`config.mk`:
```
export PLATFORM = sky130hd
export DESIGN_NAME = data_path
export DESIGN_NICKNAME = d
export VERILOG_FILES = /design/src/rtl/data_path.sv
export SDC_FILE = /design/constraint.sdc
export NUM_CORES = 1
export LEC_CHECK = 0
export BUFFER_PORTS_ARGS = -buffer_cell sky130_fd_sc_hd__clkbuf_2
export CAP_MARGIN = 20
export CORE_ASPECT_RATIO = 0.8
export CORE_MARGIN = 2
export CORE_UTILIZATION = 55
export CTS_CLUSTER_SIZE = 12
export DETAILED_ROUTE_END_ITERATION = 10
export GPL_TIMING_DRIVEN = 0
export PLACE_DENSITY = 0.79
export RECOVER_POWER = 100
export SLEW_MARGIN = 20
export SYNTH_ARGS = -nofsm -noshare
export SYNTH_HDL_FRONTEND = slang
export SYNTH_SLANG_ARGS = --single-unit
```
`constraint.sdc`:
```
create_clock -name clock -period 8.3 [get_ports clock]
set_input_delay 0 -clock clock [delete_from_list [all_inputs] [get_ports clock]]
set_output_delay 0 -clock clock [all_outputs]
set_load 0.02 [all_outputs]
```
`src/rtl/data_path.sv`:
```
// ---------------------------------------------------------------------------
// data_path -- 32-bit single-bus processor datapath.
//
// General registers R1-R3, PC, IR, MAR, MDR, Y and Z share one bus. Each
// register has an out-enable that drives the bus and an in-enable that loads
// it on the rising clock edge. The ALU is combinational: operand A is Y,
// operand B is the bus, the operation is IR[31:27], and IncPC forces bus+1.
//
// Optional feature macro: DATAPATH_MUL_EN
//   defined   : Z is 64 bits, opcode 8 is the unsigned 64-bit product, and
//               the extra input Zhighout drives Z[63:32] onto the bus
//   undefined : Z is 32 bits, opcode 8 yields 0, no Zhighout port
//
// Ports:
//   clock              rising-edge clock for all registers
//   clear              synchronous active-low reset of all registers
//   R1in..R3in         load general register from the bus
//   R1out..R3out       drive general register onto the bus
//   MDRin / MDRout     load / drive MDR
//   MD_read            MDR input select: 1 = Mdatain, 0 = bus
//   MARin, PCin, IRin  load MAR / PC / IR from the bus
//   PCout              drive PC onto the bus
//   Yin                load Y from the bus
//   Zlowin             load Z from the ALU result
//   Zlowout            drive Z[31:0] onto the bus
//   Zhighout           drive Z[63:32] onto the bus (DATAPATH_MUL_EN only)
//   IncPC              ALU result = bus + 1, overriding the opcode
//   Mdatain            memory read data
//   BusMuxOut          current bus value
//   MAR_q, IR_q, PC_q, R1_q  register observation outputs
// ---------------------------------------------------------------------------
module data_path #(
    parameter int WIDTH = 32
) (
    input  logic             clock,
    input  logic             clear,
    input  logic             R1in,
    input  logic             R2in,
    input  logic             R3in,
    input  logic             R1out,
    input  logic             R2out,
    input  logic             R3out,
    input  logic             MDRin,
    input  logic             MDRout,
    input  logic             MD_read,
    input  logic             MARin,
    input  logic             PCin,
    input  logic             PCout,
    input  logic             IRin,
    input  logic             Yin,
    input  logic             Zlowin,
    input  logic             Zlowout,
`ifdef DATAPATH_MUL_EN
    input  logic             Zhighout,
`endif
    input  logic             IncPC,
    input  logic [WIDTH-1:0] Mdatain,
    output logic [WIDTH-1:0] BusMuxOut,
    output logic [WIDTH-1:0] MAR_q,
    output logic [WIDTH-1:0] IR_q,
    output logic [WIDTH-1:0] PC_q,
    output logic [WIDTH-1:0] R1_q
);

`ifdef DATAPATH_MUL_EN
    localparam int ZW = 2 * WIDTH;
`else
    localparam int ZW = WIDTH;
`endif

    localparam logic [4:0] OP_AND = 5'd0;
    localparam logic [4:0] OP_OR  = 5'd1;
    localparam logic [4:0] OP_ADD = 5'd2;
    localparam logic [4:0] OP_SUB = 5'd3;
    localparam logic [4:0] OP_SHR = 5'd4;
    localparam logic [4:0] OP_SHL = 5'd5;
    localparam logic [4:0] OP_NOT = 5'd6;
    localparam logic [4:0] OP_NEG = 5'd7;
`ifdef DATAPATH_MUL_EN
    localparam logic [4:0] OP_MUL = 5'd8;
`endif

    logic [WIDTH-1:0] r1, r2, r3, pc, ir, mar, mdr, y;
    logic [ZW-1:0]    z;
    logic [WIDTH-1:0] bus;
    logic [ZW-1:0]    alu_res;
    logic [4:0]       opcode;

    assign opcode = ir[WIDTH-1:WIDTH-5];

    // Bus mux: fixed priority, bus floats to zero when nobody drives it.
    always_comb begin
        bus = '0;
        if (MDRout)
            bus = mdr;
        else if (Zlowout)
            bus = z[WIDTH-1:0];
`ifdef DATAPATH_MUL_EN
        else if (Zhighout)
            bus = z[ZW-1:WIDTH];
`endif
        else if (PCout)
            bus = pc;
        else if (R1out)
            bus = r1;
        else if (R2out)
            bus = r2;
        else if (R3out)
            bus = r3;
    end

    // ALU: 32-bit results are zero-extended so the upper half of a wide Z
    // clears on every non-multiply operation.
    always_comb begin
        alu_res = '0;
        if (IncPC) begin
            alu_res = ZW'(bus + WIDTH'(1));
        end else begin
            case (opcode)
                OP_AND:  alu_res = ZW'(y & bus);
                OP_OR:   alu_res = ZW'(y | bus);
                OP_ADD:  alu_res = ZW'(y + bus);
                OP_SUB:  alu_res = ZW'(y - bus);
                OP_SHR:  alu_res = ZW'(y >> bus[4:0]);
                OP_SHL:  alu_res = ZW'(y << bus[4:0]);
                OP_NOT:  alu_res = ZW'(~bus);
                OP_NEG:  alu_res = ZW'(WIDTH'(0) - bus);
`ifdef DATAPATH_MUL_EN
                OP_MUL:  alu_res = ZW'(y) * ZW'(bus);
`endif
                default: alu_res = '0;
            endcase
        end
    end

    // Register file: reset wins over every in-enable; a register that drives
    // the bus while loading captures the pre-edge bus value.
    always_ff @(posedge clock) begin
        if (!clear) begin
            r1  <= '0;
            r2  <= '0;
            r3  <= '0;
            pc  <= '0;
            ir  <= '0;
            mar <= '0;
            mdr <= '0;
            y   <= '0;
            z   <= '0;
        end else begin
            if (R1in)   r1  <= bus;
            if (R2in)   r2  <= bus;
            if (R3in)   r3  <= bus;
            if (PCin)   pc  <= bus;
            if (IRin)   ir  <= bus;
            if (MARin)  mar <= bus;
            if (Yin)    y   <= bus;
            if (Zlowin) z   <= alu_res;
            if (MDRin)  mdr <= MD_read ? Mdatain : bus;
        end
    end

    assign BusMuxOut = bus;
    assign MAR_q     = mar;
    assign IR_q      = ir;
    assign PC_q      = pc;
    assign R1_q      = r1;

endmodule

```
; ---- After elaboration in Yosys (flattened, before gate mapping)
; Index checks and enable logic that the tools add are counted.
[classes]
eq_ne = 7
bitwise = 3
n_reduce_logical = 1
addsub = 4
shifts = 2
muxes = 9
[ops]
columns = operator, n
row1 = 2-to-1 mux 32 bit, 8
row2 = one-hot mux 32 bit (8 select lines), 1
row3 = "adder 32 x 1 -> 32 bit, second input constant", 1
row4 = adder 32 bit, 1
row5 = AND 32 bit, 1
row6 = NOT 32 bit, 1
row7 = bitwise OR 32 bit, 1
row8 = << shifter 32 x 5 -> 32 bit, 1
row9 = >> shifter 32 x 5 -> 32 bit, 1
row10 = "subtractor 1 x 32 -> 32 bit, first input constant", 1
row11 = subtractor 32 bit, 1
row12 = "equality test 5 x 3 -> 1 bit, second input constant", 4
row13 = "equality test 5 x 2 -> 1 bit, second input constant", 2
row14 = "equality test 5 x 1 -> 1 bit, second input constant", 1
row15 = zero test 5 bit, 1
[word_totals]
in_bits = 51
out_inout_bits = 160
register_bits = 288
word_cells = 35

; ---- Logic depth before layout (Yosys ltp)
[depth]
ltp_word = 9
mapped_depth = 22
depth_no_buf = 17

; ---- Worst setup path after synthesis
; OpenSTA, ideal clock, no wires.
[synth_timing]
kind = flip-flop to flip-flop
from = register pc[0] (netlist: PC_q[0])
to = register z[24]
arrival_ns = 4.681
period_less_slack_ns = 4.810
setup_time_ns = 0.129
path_stages_with_launch = 21
t_required_ns = 8.171
setup_slack_ns = 3.490
n_path_buf = 3
path_cell_list = dfxtp_1 > nor3b_1 > o31ai_2 > o31ai_4 > inv_2 > buf_2 > buf_2 > buf_2 > ha_1 > inv_1 > fa_1 > a211oi_1 > nor3_1 > or4b_1 > a31oi_1 > o21ai_1 > a31o_2 > xor2_1 > a22oi_1 > and3_1 > o21ai_0
[synth_via]
elab_chain_cells = 6
elab_cells_between_ends = 11
cone_classes = 4 x add/sub / 2 x shift / 5 x mux
[synth_rtl]
columns = item, line_no
row1 = start: declaration, 83  ; logic [WIDTH-1:0] r1, r2, r3, pc, ir, mar, mdr, y;
row2 = start signal: assignment, 153  ; if (PCin) pc <= bus;
row3 = 2-to-1 mux 32 bit *, 102  ; else if (PCout)
row4 = 2-to-1 mux 32 bit *, 96  ; else if (Zlowout)
row5 = 2-to-1 mux 32 bit *, 94  ; if (MDRout)
row6 = via BusMuxOut[0], 58  ; output logic [WIDTH-1:0] BusMuxOut,
row7 = subtractor 1 x 32 -> 32 bit (tied with other cells), 127  ; OP_NEG: alu_res = ZW'(WIDTH'(0) - bus);
row8 = one-hot mux 32 bit (8 select lines), 119  ; case (opcode)
row9 = 2-to-1 mux 32 bit *, 116  ; if (IncPC) begin
row10 = end signal: assignment, 157  ; if (Zlowin) z <= alu_res;
row11 = end: declaration, 84  ; logic [ZW-1:0] z;
; Mark *: on every way through the listed nets, which the timed path passes. The rest lies on a longest branch.
; A chain may end at the register's enable or synchronous reset.

; ---- Worst setup path in the final report
[layout_timing]
from = register z[1]
to = register z[15]
[layout_via]
elab_chain_cells = 5
elab_cells_between_ends = 10
cone_classes = 4 x add/sub / 2 x shift / 4 x mux
[layout_rtl]
columns = item, line_no
row1 = 2-to-1 mux 32 bit *, 96
row2 = 2-to-1 mux 32 bit *, 94
row3 = subtractor 1 x 32 -> 32 bit (tied with other cells), 127
row4 = one-hot mux 32 bit (8 select lines), 119
row5 = 2-to-1 mux 32 bit *, 116
; Every way passes the cells marked *; elsewhere a longest branch is shown, timed or not.

==> impl_results.md <==
- Crit-path cells: nand2_1 > nand4_1 > o21ai_0 > clkinv_1 > clkbuf_1 > clkbuf_1 > clkbuf_1 > ha_1 > a211oi_1 > o21ai_0 > o2111ai_1 > a21oi_1 > o21ai_0 > nand2b_1 > a21oi_1 > xnor2_1 > a2111oi_0 > o21ai_0
- Max IR drop VDD: 0.000233 V
- Synth Register Bits: 288
- Hold Fails Final Rpt: 0
- Worst min-delay path class: in2reg
- Die area: 41700 sq um
- Post-route ant nets: 0
- Final setup viols: 0
- YS warnings: 0
- Max_slew headroom: -47.1%
- Final Cycle Share: 94.8%
- Register Area: 5770 sq um
- Core ar.: 39400 sq um
- Vias in the first global route: 22800
- Startpoint types: flop
- Layout area overhead: 12.3%
- Total gr overflow: 0
- DR pass1 iterations: 6
- Cells after synthesis: 2665
- Max Fclk: 127 MHz
- Layout fillers: 3366
- Synthesized area: 22000 sq um
- Clk slew on worst S/H paths: 0.06 ns
- Num CTS Buffers: 31
- Run status: complete, but fails checks
- PwrDens: 180 nW/um^2
- CP Data Required Time: 8.70 ns
- DR vias/cell: 6.93
- Core Util, Final: 62.7%
- First-pass GRT wire length: 150000 um
- Largest net degree at the start of global routing: 15
- Post-synthesis sequential area ratio: 26.2%
- Final setup TNS: 0 ns
- CTS tree: built
- Top Layer Used: met5
- Bufs on Longest Clock Path: 3
- Family with the most delay on the worst path: compound AO/OA/AOI/OAI gates
- Syn Nets: 2816
- Via count of the routed design: 24200
- List of most frequent post-synthesis cells: 380 x mux2i_1, 288 x dfxtp_1, 234 x nand2_1, 200 x nor2b_1, 164 x a21oi_1
- Synth unique cells: 94
- CP endpoint kind: flop
- Top-count cell post-synth: mux2i_1
- Crit path largest cell delay: 1.64 ns
- Failing checks: capacitance limit, slew limit
- Total power: 4.45 mW
- Wl on met1: 39600 um
- Layout cells sized above 1: 6.00%
- Post-synth EDFFs: 0
- Worst path bufs/invs: 4
- GP Congestion: 1.12
- Clk root buf: clkbuf_16
- Die X: 228 um
- Hold slack: 0.0482 ns
- DRC Markers: 0
- Minimum clock period: 7.87 ns
- Fin nets: 3085
- H-tree levels: 1
- Critical Path Fanout Max: 13
- Clk sink count: 288
- Setup Slack @ Placement: 1.65 ns
- Post-DR wirelength/cell: 29.9 um
- Chip height: 183 um
- Area leader, netlist: dfxtp_1
- Worst setup margin: 0.433 ns
- WL final: 104000 um
- Initial antenna violation count: 2
- All-Layer GR Usage: 47.6%
- Post-DP HPWL: 78900 um
- RSZ-0062 raised after global routing: false
- Max_cap viols: 4
- Worst skew pair latency: 0.59 ns
- Most used DFF post-synth: dfxtp_1
- Top cell type's share of synthesized area: 26.2%
- Metal3 WL: 14500 um
- Buffers added on ports: 198
- # IOs: 211
- Synthesized area per cell: 8.27 sq um
- Critical path class: reg2reg
- Leak Pwr: 10.6 nW
- Met2 WL post-DR: 43700 um
- Most used cell, CP: o21ai_0
- Worst clock skew: 0.0162 ns
- CTS resizes: 0
- Synth area leaders: dfxtp_1 26%, mux2i_1 17%, nor2b_1 5.7%
- CP max-delay cell: o21ai_0
- Final Max Slew Viols: 31
- Async SR Flop Fraction: 0%
- Worst EP arrival: 8.27 ns
- Worst-Margin Slew: 2.18 ns
- Multi-input gate area: 14800 sq um
- Drt first-iter violations: 3654
- Initial core utilization: 55.9%
- Row count: 65
## final timing paths
path / startpoint / end / slack (ns) / cells past startpoint
worst min register to register: mdr[9] / mdr[9] / 0.49 / 1
worst min-delay path: R3in / r3[24] / 0.05 / 3
worst max register to register: z[1] / z[15] / 0.43 / 18
worst max-delay path: z[1] / z[15] / 0.43 / 18
## per-layer routing
| layer | GRT usage [%] | vias to the layer above |
|---|---|---|
| met5 | 0 | - |
| met1 | 61.5 | 11500 |
| met3 | 12.5 | 431 |
| met2 | 73.2 | 2081 |
| li1 | - | 10100 |
| met4 | 24.6 | 2 |
## timing repair
action / in CTS / in global routing
endpoints found under the hold margin: 39 / 0
hold buffers: 35 / 0
buffers inserted: 0 / 0
## worst min-delay path, stage by stage
cell      delay, ns
clkbuf_1       0.30
mux2i_1        0.20
nor2b_1        0.09
## cells in the final DEF (no fill, tap or decap), types with 29 or more instances in the layout
cell,instances
a21oi_1,164
nor2b_1,200
ha_1,98
o211a_1,64
dlygate4sd3_1,35
nand2_1,234
nand2b_1,29
clkbuf_2,38
nand3_1,36
nor2_1,110
clkbuf_16,31
inv_1,113
o21ai_0,126
nor3_1,34
o221ai_1,29
o211ai_1,42
a221oi_1,32
xnor2_1,54
dfxtp_1,288
a31oi_1,45
clkbuf_1,331
mux2i_1,380
## cell families after synthesis
group / Yosys count / share of synthesized area (%)
adders and majority gates: 100 / 5.75
DFF: 288 / 26.2
xor gates and xnor gates: 73 / 2.90
muxes: 401 / 18.3
and+or+nand+nor: 764 / 18.1
AOI/OAI and AO/OA: 689 / 22.1
buffers and inverters: 350 / 6.67
## report_power, final
part | internal (mW) | switching (mW)
Sequential | 1.47 | 0.0935
Combinational | 0.487 | 1.02
Clock | 0.751 | 0.624
Total | 2.71 | 1.74
## flip-flops by register name, indices dropped and copies added, names as in the netlist
| signal | flops |
|---|---|
| IR_q | 32 |
| MAR_q | 32 |
| PC_q | 32 |
| R1_q | 32 |
| mdr | 32 |
| r2 | 32 |
| r3 | 32 |
| y | 32 |
| z | 32 |
## final cells by class
type,count,share of cell area [%]
Antenna cell,2,0.0202
Timing Repair Buffer,236,4.68
Clock buffer,40,3.48
Clock inverter,7,0.293
Inverter,118,1.79
Multi-Input combinational cell,2027,59.7
Buffer,232,4.03
Sequential cell,288,23.3
Tap cell,536,2.71
## stage by stage
| stage | instances | instance area [sq um] |
|---|---|---|
| 2_1_floorplan | 2665 | 22000 |
| 3_3_place_gp | 3399 | 23700 |
| 3_5_place_dp | 3402 | 23700 |
| 4_1_cts | 3484 | 25000 |
| 5_1_grt | 3484 | 24700 |
| 6_report | 3486 | 24700 |
No activity file was read; power rests on OpenSTA's default activity.
